$ cat src/rtl/input_buffer_arbiter.sv
// Frame-granular round-robin arbiter feeding the single input-buffer enqueue port,
// with credit-based flow control and a configurable source-enable mask.
module input_buffer_arbiter #(
  parameter int unsigned        N            = 8,
  parameter int unsigned        DATA_WIDTH   = 32,
  parameter int unsigned        NUM_SRC      = 4,
  parameter int unsigned        IB_DEPTH     = 4,
  parameter int unsigned        CONFIG_ID    = 1,
  parameter logic [NUM_SRC-1:0] INITIAL_MASK = '1
) (
  input  logic                               clk,
  input  logic                               reset,
  input  logic                               tracing,
  input  logic [7:0]                         configId,
  input  logic [7:0]                         configData,
  input  logic [NUM_SRC-1:0]                 src_valid,
  input  logic [NUM_SRC-1:0]                 src_eof,
  input  logic [NUM_SRC*N*DATA_WIDTH-1:0]    src_vector,
  output logic [NUM_SRC-1:0]                 src_ready,
  input  logic                               credit_return,
  output logic                               enqueue,
  output logic                               eof_out,
  output logic [N*DATA_WIDTH-1:0]            vector_out,
  output logic [$clog2(NUM_SRC)-1:0]         grant_id,
  output logic                               busy,
  output logic                               credit_err
);

  localparam int unsigned VW = N * DATA_WIDTH;
  localparam int unsigned GW = $clog2(NUM_SRC);
  localparam int unsigned CW = $clog2(IB_DEPTH);
  localparam logic [CW-1:0] MaxCredits = CW'(IB_DEPTH - 1);

  typedef enum logic [1:0] {StIdle, StLocked, StDrain} state_e;

  state_e             state_q, state_d;
  logic [GW-1:0]      grant_q, grant_d;
  logic [GW-1:0]      rr_q, rr_d;
  logic [CW-1:0]      credits_q, credits_d;
  logic [NUM_SRC-1:0] mask_q, mask_d;
  logic [NUM_SRC-1:0] pend_q, pend_d;
  logic               pend_v_q, pend_v_d;
  logic               err_q, err_d;
  logic               busy_q;
  logic               enq_q, eof_q;
  logic [VW-1:0]      vec_q;

  logic [NUM_SRC-1:0] eligible;
  logic               found;
  logic [GW-1:0]      pick;
  int unsigned        idx;
  logic               xfer, xfer_eof;
  logic               cfg_hit;
  logic [NUM_SRC-1:0] cfg_val;
  logic [VW-1:0]      beat_vec;

  assign cfg_hit  = (configId == 8'(CONFIG_ID));
  assign cfg_val  = configData[NUM_SRC-1:0];
  assign beat_vec = src_vector[32'(grant_q)*VW +: VW];

  if (NUM_SRC < 8) begin : g_unused_cfg
    logic unused_cfg_bits;
    assign unused_cfg_bits = ^configData[7:NUM_SRC];
  end

  // First eligible source at or after rr_q, wrapping.
  always_comb begin
    eligible = src_valid & mask_q;
    found    = 1'b0;
    pick     = '0;
    idx      = 0;
    for (int unsigned k = 0; k < NUM_SRC; k++) begin
      idx = k + 32'(rr_q);
      if (idx >= NUM_SRC) idx = idx - NUM_SRC;
      if (!found && eligible[GW'(idx)]) begin
        found = 1'b1;
        pick  = GW'(idx);
      end
    end
  end

  always_comb begin
    state_d   = state_q;
    grant_d   = grant_q;
    rr_d      = rr_q;
    src_ready = '0;
    xfer      = 1'b0;
    xfer_eof  = 1'b0;
    case (state_q)
      StIdle: begin
        if (tracing && found) begin
          grant_d = pick;
          state_d = StLocked;
        end
      end
      StLocked, StDrain: begin
        src_ready[grant_q] = (credits_q != '0);
        xfer               = src_valid[grant_q] && (credits_q != '0);
        xfer_eof           = xfer && src_eof[grant_q];
        if (xfer_eof) begin
          state_d = StIdle;
          rr_d    = (grant_q == GW'(NUM_SRC - 1)) ? '0 : grant_q + 1'b1;
        end else if (!tracing) begin
          state_d = StDrain;
        end
      end
      default: state_d = StIdle;
    endcase
  end

  // A return at full credit with no transfer is dropped and flagged.
  always_comb begin
    credits_d = credits_q;
    err_d     = err_q;
    case ({xfer, credit_return})
      2'b10: credits_d = credits_q - 1'b1;
      2'b01: begin
        if (credits_q == MaxCredits) err_d = 1'b1;
        else                         credits_d = credits_q + 1'b1;
      end
      default: ;
    endcase
  end

  // Mask changes only take effect while no frame is in flight.
  always_comb begin
    mask_d   = mask_q;
    pend_d   = pend_q;
    pend_v_d = pend_v_q;
    if (state_q == StIdle) begin
      if (cfg_hit) mask_d = cfg_val;
    end else if (state_d == StIdle) begin
      if (cfg_hit)       mask_d = cfg_val;
      else if (pend_v_q) mask_d = pend_q;
      pend_v_d = 1'b0;
    end else if (cfg_hit) begin
      pend_d   = cfg_val;
      pend_v_d = 1'b1;
    end
  end

  always_ff @(posedge clk) begin
    if (reset) begin
      state_q   <= StIdle;
      grant_q   <= '0;
      rr_q      <= '0;
      credits_q <= MaxCredits;
      mask_q    <= INITIAL_MASK;
      pend_q    <= '0;
      pend_v_q  <= 1'b0;
      err_q     <= 1'b0;
      busy_q    <= 1'b0;
      enq_q     <= 1'b0;
      eof_q     <= 1'b0;
      vec_q     <= '0;
    end else begin
      state_q   <= state_d;
      grant_q   <= grant_d;
      rr_q      <= rr_d;
      credits_q <= credits_d;
      mask_q    <= mask_d;
      pend_q    <= pend_d;
      pend_v_q  <= pend_v_d;
      err_q     <= err_d;
      busy_q    <= (state_d != StIdle);
      enq_q     <= xfer;
      eof_q     <= xfer_eof;
      if (xfer) vec_q <= beat_vec;
    end
  end

  assign enqueue    = enq_q;
  assign eof_out    = eof_q;
  assign vector_out = vec_q;
  assign grant_id   = grant_q;
  assign busy       = busy_q;
  assign credit_err = err_q;

endmodule

$ cat config.mk
export PLATFORM = sky130hd
export DESIGN_NAME = input_buffer_arbiter
export DESIGN_NICKNAME = d
export VERILOG_FILES = /design/src/rtl/input_buffer_arbiter.sv
export SDC_FILE = /design/constraint.sdc
export NUM_CORES = 1
export LEC_CHECK = 0
export ABC_CLOCK_PERIOD_IN_PS = 3300
export CAP_MARGIN = 20
export CORE_AREA = 4 4 509 511
export CTS_CLUSTER_DIAMETER = 100
export DETAILED_ROUTE_END_ITERATION = 6
export DIE_AREA = 0 0 513 515
export PLACE_DENSITY = 0.3
export SETUP_SLACK_MARGIN = 0.5
export SLEW_MARGIN = 10
export SYNTH_ARGS = -nofsm -noshare
export SYNTH_HDL_FRONTEND = slang
export SYNTH_SLANG_ARGS = --single-unit
$ cat constraint.sdc
create_clock -name clk -period 3.3 [get_ports clk]
set_clock_uncertainty 0.2 [all_clocks]
set_input_delay 0.495 -clock clk [delete_from_list [all_inputs] [get_ports clk]]
set_output_delay 0.495 -clock clk [all_outputs]
set_load 0.02 [all_outputs]
# == Word-level counts from Yosys, hierarchy flattened ==
# Index checks and enable logic that the tools add are counted.
# op_classes
add_sub_neg,10
magnitude_cmp,10
n_eq_ne,10
shifts,1
n_mux,42
bitwise,5
reduce_logical,26
# op_table
cell,n
$shiftx A1024 B11 Y256,1
$mux W2,13
$mux W4,6
$lt A2 B3 Y1 const B,5
$mux W1,14
$bmux W1 S2,6
$reduce_and A2 Y1,5
$reduce_bool A2 Y1,5
$sub A2 B1 Y2 const B,5
$ge A3 B3 Y1 const B,3
$and A4 B4 Y4,2
$eq A2 B2 Y1 const B,4
$eq A8 B1 Y1 const B,1
$pmux W2 S2,2
$logic_and A1 B1 Y1,7
$add A2 B2 Y3 const A,2
$reduce_and A3 Y1,2
$add A2 B1 Y2 const B,2
$eq A2 B1 Y1 const B,2
$logic_not A2 Y1,2
$ne A2 B2 Y1 const B,2
$reduce_or A2 Y1,2
$add A1 B2 Y3 const A,1
$ge A2 B3 Y1 const B,1
other kinds (5),9
# word_totals
register_bits,277
in_bits,1052
output_inout_bits,266
elab_cells,116

# == Depth between registers and ports, before layout ==
# depth
word_depth,20
mapped_depth,9
mapped_depth_nobuf,7

# == Worst setup path before layout ==
# Ideal clock, no wire load.
# synth_timing
kind,reg2out
startpoint,"reg grant_q[0], in the netlist grant_id[0]"
endpoint,out src_ready[0]
arrival_time_ns,1.614
required_ns,2.605
slack_ns,0.991
stages_incl_launch_ff,6
path_buffers,2
path_cell_list,dfxtp_1 -> buf_6 -> clkbuf_1 -> inv_1 -> ha_1 -> and2_1
# synth_between
elab_chain_cells,6
word_cells_on_any_way,7
cone_classes,order compare (2); mux (3); bitwise (1); reduce/logical (1)
# synth_lines
element,line,source
"start, declared",37,"logic [GW-1:0] grant_q, grant_d;"
"start signal, assigned",158,grant_q <= grant_d;
$lt A2 B3 Y1 (not written as such) / $ge A2 B1 Y1 (equally long branches),97,src_ready[grant_q] = (credits_q != '0);
$logic_and A1 B1 Y1 (not written as such),97,
$mux W1 (not written as such),97,
$demux W1 S2 *,97,
$and A4 B4 Y4 (no line) *,-,
$mux W4 *,89,case (state_q)
"end, declared",19,"output logic [NUM_SRC-1:0] src_ready,"
# Every way passes the cells marked *; elsewhere a longest branch is shown, timed or not.

# == Worst setup path in the final report ==
# layout_timing
startpoint,"reg vec_q[167], in the netlist vector_out[167]"
endpoint,out vector_out[167]
# layout_lines
element,line,source
"start, declared",46,logic [VW-1:0] vec_q;
"start signal, assigned",168,if (xfer) vec_q <= beat_vec;
"end, declared",23,"output logic [N*DATA_WIDTH-1:0] vector_out,"
# No word-level cell between the ends.

==> PnR_summary.wiki <==
{| class="wikitable"
! Metric !! Value
|-
| HP Class || in2reg
|-
| Status || finished, final reports clean
|-
| Overall fraction of global-route tracks in use || 15.2%
|-
| Standby leakage power || 0.0110 uW
|-
| Minimum period implied by the final worst setup slack || 2.74 ns
|-
| Worst hold slack || 0.0967 ns
|-
| Routed Wire Length || 209 mm
|-
| Number of levels the H-tree was split into || 2
|-
| Detailed-route wire length per cell || 33.1 um
|-
| Routed via count divided by cell count || 3.19
|-
| Number of placed instances with taps included || 6,171
|-
| Standard cell core area || 254,000 sq um
|-
| Share of synthesized area occupied by flip-flops and latches || 34.7%
|-
| Initial core utilization || 6.29%
|-
| Die Area || 264,000 sq um
|-
| Chip Width || 513 um
|-
| Achievable frequency || 365 MHz
|-
| Nature of the critical path endpoint || output pin
|-
| # port buffers || 1,313
|-
| GPL Wtd Cong || 0.879
|-
| Critical path's top delay family || buffers and inverters
|-
| Total CTS buffers || 49
|-
| CTS root buf || clkbuf_16
|-
| Largest family of logic cells by synthesized area || multiplexers
|-
| Post-synthesis simple-gate area fraction || 13.7%
|-
| Sinks on the clock net || 277
|-
| Grt ovf || 0
|-
| Cells along the critical path || clkdlybuf4s50_1
|-
| Adder-cell share of the synthesized area || 0.470%
|-
| Fraction of post-synthesis cell area in the top cell type by area || 36.2%
|-
| Height of the die || 515 um
|-
| Worst slack at placement || 0.308 ns
|-
| Setup TNS || 0 ns
|-
| Sequential Area || 5560 sq um
|-
| Gate Count Post-Synth || 1,567
|-
| Crit path setup slack, layout || 0.563 ns
|-
| Vias in the first global route || 20,300
|-
| Area taken by multi-input logic gates || 9800 sq um
|-
| NumNets Final || 3,915
|-
| Syn. warnings || 0
|-
| Signal arrival time at the worst endpoint || 2.04 ns
|-
| Max Cap Violations || 0
|-
| Setup violation total in the final timing report || 0
|-
| First-iteration detailed-routing DRC count || 1,246
|-
| Synthesized area per cell || 10.2 sq um
|-
| Count of non-filler cells in the finished layout || 6,317
|-
| Fraction of the cycle the final worst path needs || 82.9%
|-
| Post-synthesis cell area || 16,000 sq um
|-
| Buf+Inv Stages, Crit Path || 1
|-
| Final count of pins violating max slew || 0
|-
| Post-synthesis share of cell area spent on xor and xnor gates || 0%
|-
| Fillers || 28,700
|-
| Number of routed nets with antenna violations || 0
|-
| VDD IR max || 0.000363 V
|-
| Total iterations of the first detailed-routing run || 7
|-
| Clock insertion delay at the later pin of the skew report || 0.69 ns
|-
| Headroom to the max-slew limit || 46.5%
|-
| Initial antenna violation count || 264
|-
| Class of the most critical setup path || reg2out
|-
| Number of synthesized register bits || 277
|-
| Largest incremental delay on the critical path || 1.01 ns
|-
| Compound-Gate Fraction of Synth Area || 9.82%
|-
| Critical path peak fanout || 2
|-
| Post-CTS clock slew at the launch and capture registers of the worst setup and hold paths || 0.06 ns
|-
| Slowest cell on the critical path || clkdlybuf4s50_1
|-
| Synth cell types || 37
|-
| Worst endpoint required time || 2.60 ns
|-
| Dominant cell type by area after synthesis || mux4_2
|-
| RSZ-0062 raised after global routing || false
|-
| Count of final hold-check violations || 0
|-
| Number of core rows || 185
|-
| Power density over cell area || 392 nW/um^2
|-
| Placed instance area || 33,600 sq um
|-
| Maximum number of pins on one net before global-route repair || 64
|-
| Summed area of non-filler cells in the final layout || 35,400 sq um
|-
| Count of hold-fix buffers inserted at cts || 0
|-
| Clock tree from TritonCTS || built
|-
| Total I/O pin count || 1,318
|-
| Hpwl dp || 187 mm
|-
| Maximum clock path buffer count || 3
|-
| Drt drc || 0
|-
| Worst-margin pin slew || 0.800 ns
|-
| Via count || 20,200
|-
| Fraction of synthesized area in multiplexers || 37.0%
|-
| Launching element type of the critical path || flop
|-
| Wire length of the first global-routing pass || 254 mm
|-
| Top cells by area, synth || mux4_2 (36%), dfxtp_1 (35%), nand2_1 (12%)
|-
| Synth Net Count || 2,625
|-
| Ratio of cells with drive above 1 in the final layout || 15.2%
|-
| Area growth, synth to finish || 122%
|}
[cells in the final DEF, fill, tap and decap left out, drive strengths merged, types with 2 or more instances in the layout]
cell type      count
clkdlybuf4s50   1292
nand2            523
dfxtp            277
a21oi            270
mux4             257
buf               81
clkbuf            61
diode             54
clkinv            13
inv               13
nor2              10
dlygate4sd2        9
and2               9
mux2i              8
clkinvlp           8
o21ai              7
ha                 6
or3                5
nand2b             5
o21bai             5
o22ai              4
mux2               4
nor3               4
bufinv             3
nor3b              2
a21o               2
a31oi              2
dlymetal6s2s       2
o21a               2
[layer usage]
| layer | vias to the layer above | GRT usage [%] | part of all wire, % |
|---|---|---|---|
| met4 | 222 | 3.20 | 2.7 |
| met2 | 1290 | 24.4 | 45 |
| met3 | 483 | 12.3 | 17 |
| met5 | - | 0 | 0.67 |
| li1 | 8427 | - | - |
| met1 | 9735 | 15.2 | 34 |
[Yosys cell counts]
cell type / n
a21oi_1: 270
nand2_1: 522
a211oi_1: 1
o21bai_1: 5
a21o_1: 2
dfxtp_1: 277
a31oi_1: 2
mux2_2: 4
nor2_1: 10
buf_6: 1
or3_1: 5
mux4_2: 257
o22ai_1: 4
nor4b_1: 1
a221oi_1: 1
o211ai_1: 1
a22oi_1: 1
mux2i_1: 8
a2111oi_4: 1
o21a_1: 2
o21ai_0: 7
nand2_2: 1
nor4_1: 1
and2_1: 9
nand3_1: 1
a32o_1: 1
nand2b_1: 5
nand4_1: 1
buf_2: 77
nand3b_1: 1
buf_1: 1
nor3b_1: 2
o221ai_1: 1
clkbuf_1: 67
inv_1: 7
ha_1: 6
nor3_1: 4
[final cells by class]
cell class                 count  area share [%]
timing repair buffer        1385            39.6
multi-input combinational   1137            27.7
sequential                   277            15.7
tap                         3366            11.9
clock buffer                  61            3.79
clock inverter                30           0.849
antenna                       54           0.382
inverter                       7          0.0742
[stage by stage]
stage	utilization [%]	total power, uW
5_1_grt	13.9	14600
3_5_place_dp	13.2	8650
3_3_place_gp	13.2	8650
2_1_floorplan	-	5530
6_report	13.9	13900
4_1_cts	13.9	14300
[where the power goes]
group          leakage [uW]  internal [uW]  switching, uW
clock              0.000789           3140           2270
combinational       0.00792           2410           2270
sequential          0.00225           3620            166
total                0.0110           9180           4700
[worst paths after layout]
check                                    start                      endpoint  slack, ns  depth (start not counted)
setup / recovery  vector_out[167]$_SDFFE_PP0P_               vector_out[167]       0.56                          1
hold / removal                           reset  vector_out[145]$_SDFFE_PP0P_        0.1                          2
setup reg to reg      grant_id[0]$_SDFFE_PP0P_        pend_q[3]$_SDFFE_PP0P_       0.65                          5
hold reg to reg   vector_out[141]$_SDFFE_PP0P_  vector_out[141]$_SDFFE_PP0P_       0.25                          2
[sequential cells by signal, indices dropped and copies added, names as in the netlist]
signal and flops:
enqueue 1, rr_q 2, grant_id 2, eof_out 1, vector_out 256, credits_q 2
mask_q 4, pend_q 4, pend_v_q 1, state_q 2, credit_err 1, busy 1
[worst reg2reg max path: stages, from the launching register on]
cell       delay, ns
dfxtp_4         0.51
mux2i_1         0.47
o22ai_1         0.38
a2111oi_4       0.64
mux2i_1         0.26
nor2_1          0.05
[cells by family (layout without fill, tap and decap cells)]
logic type,count (synthesis),count (layout)
flip-flops,277,277
AND/OR/NAND/NOR,563,563
multiplexers,269,269
AO/OA/AOI/OAI,299,299
adder cells (fa/ha/maj),6,6
other,0,54
buffers and inverters,153,1483
[what timing repair did]
| item | 4_1_cts | 5_1_grt |
|---|---|---|
| gates cloned | 0 | 0 |
| setup endpoints to repair | 13 | 5 |
| gates resized for setup | 33 | 3 |
| pin swaps | 0 | 1 |
| buffers inserted | 1 | 0 |
(Power assumes the default switching activity.)
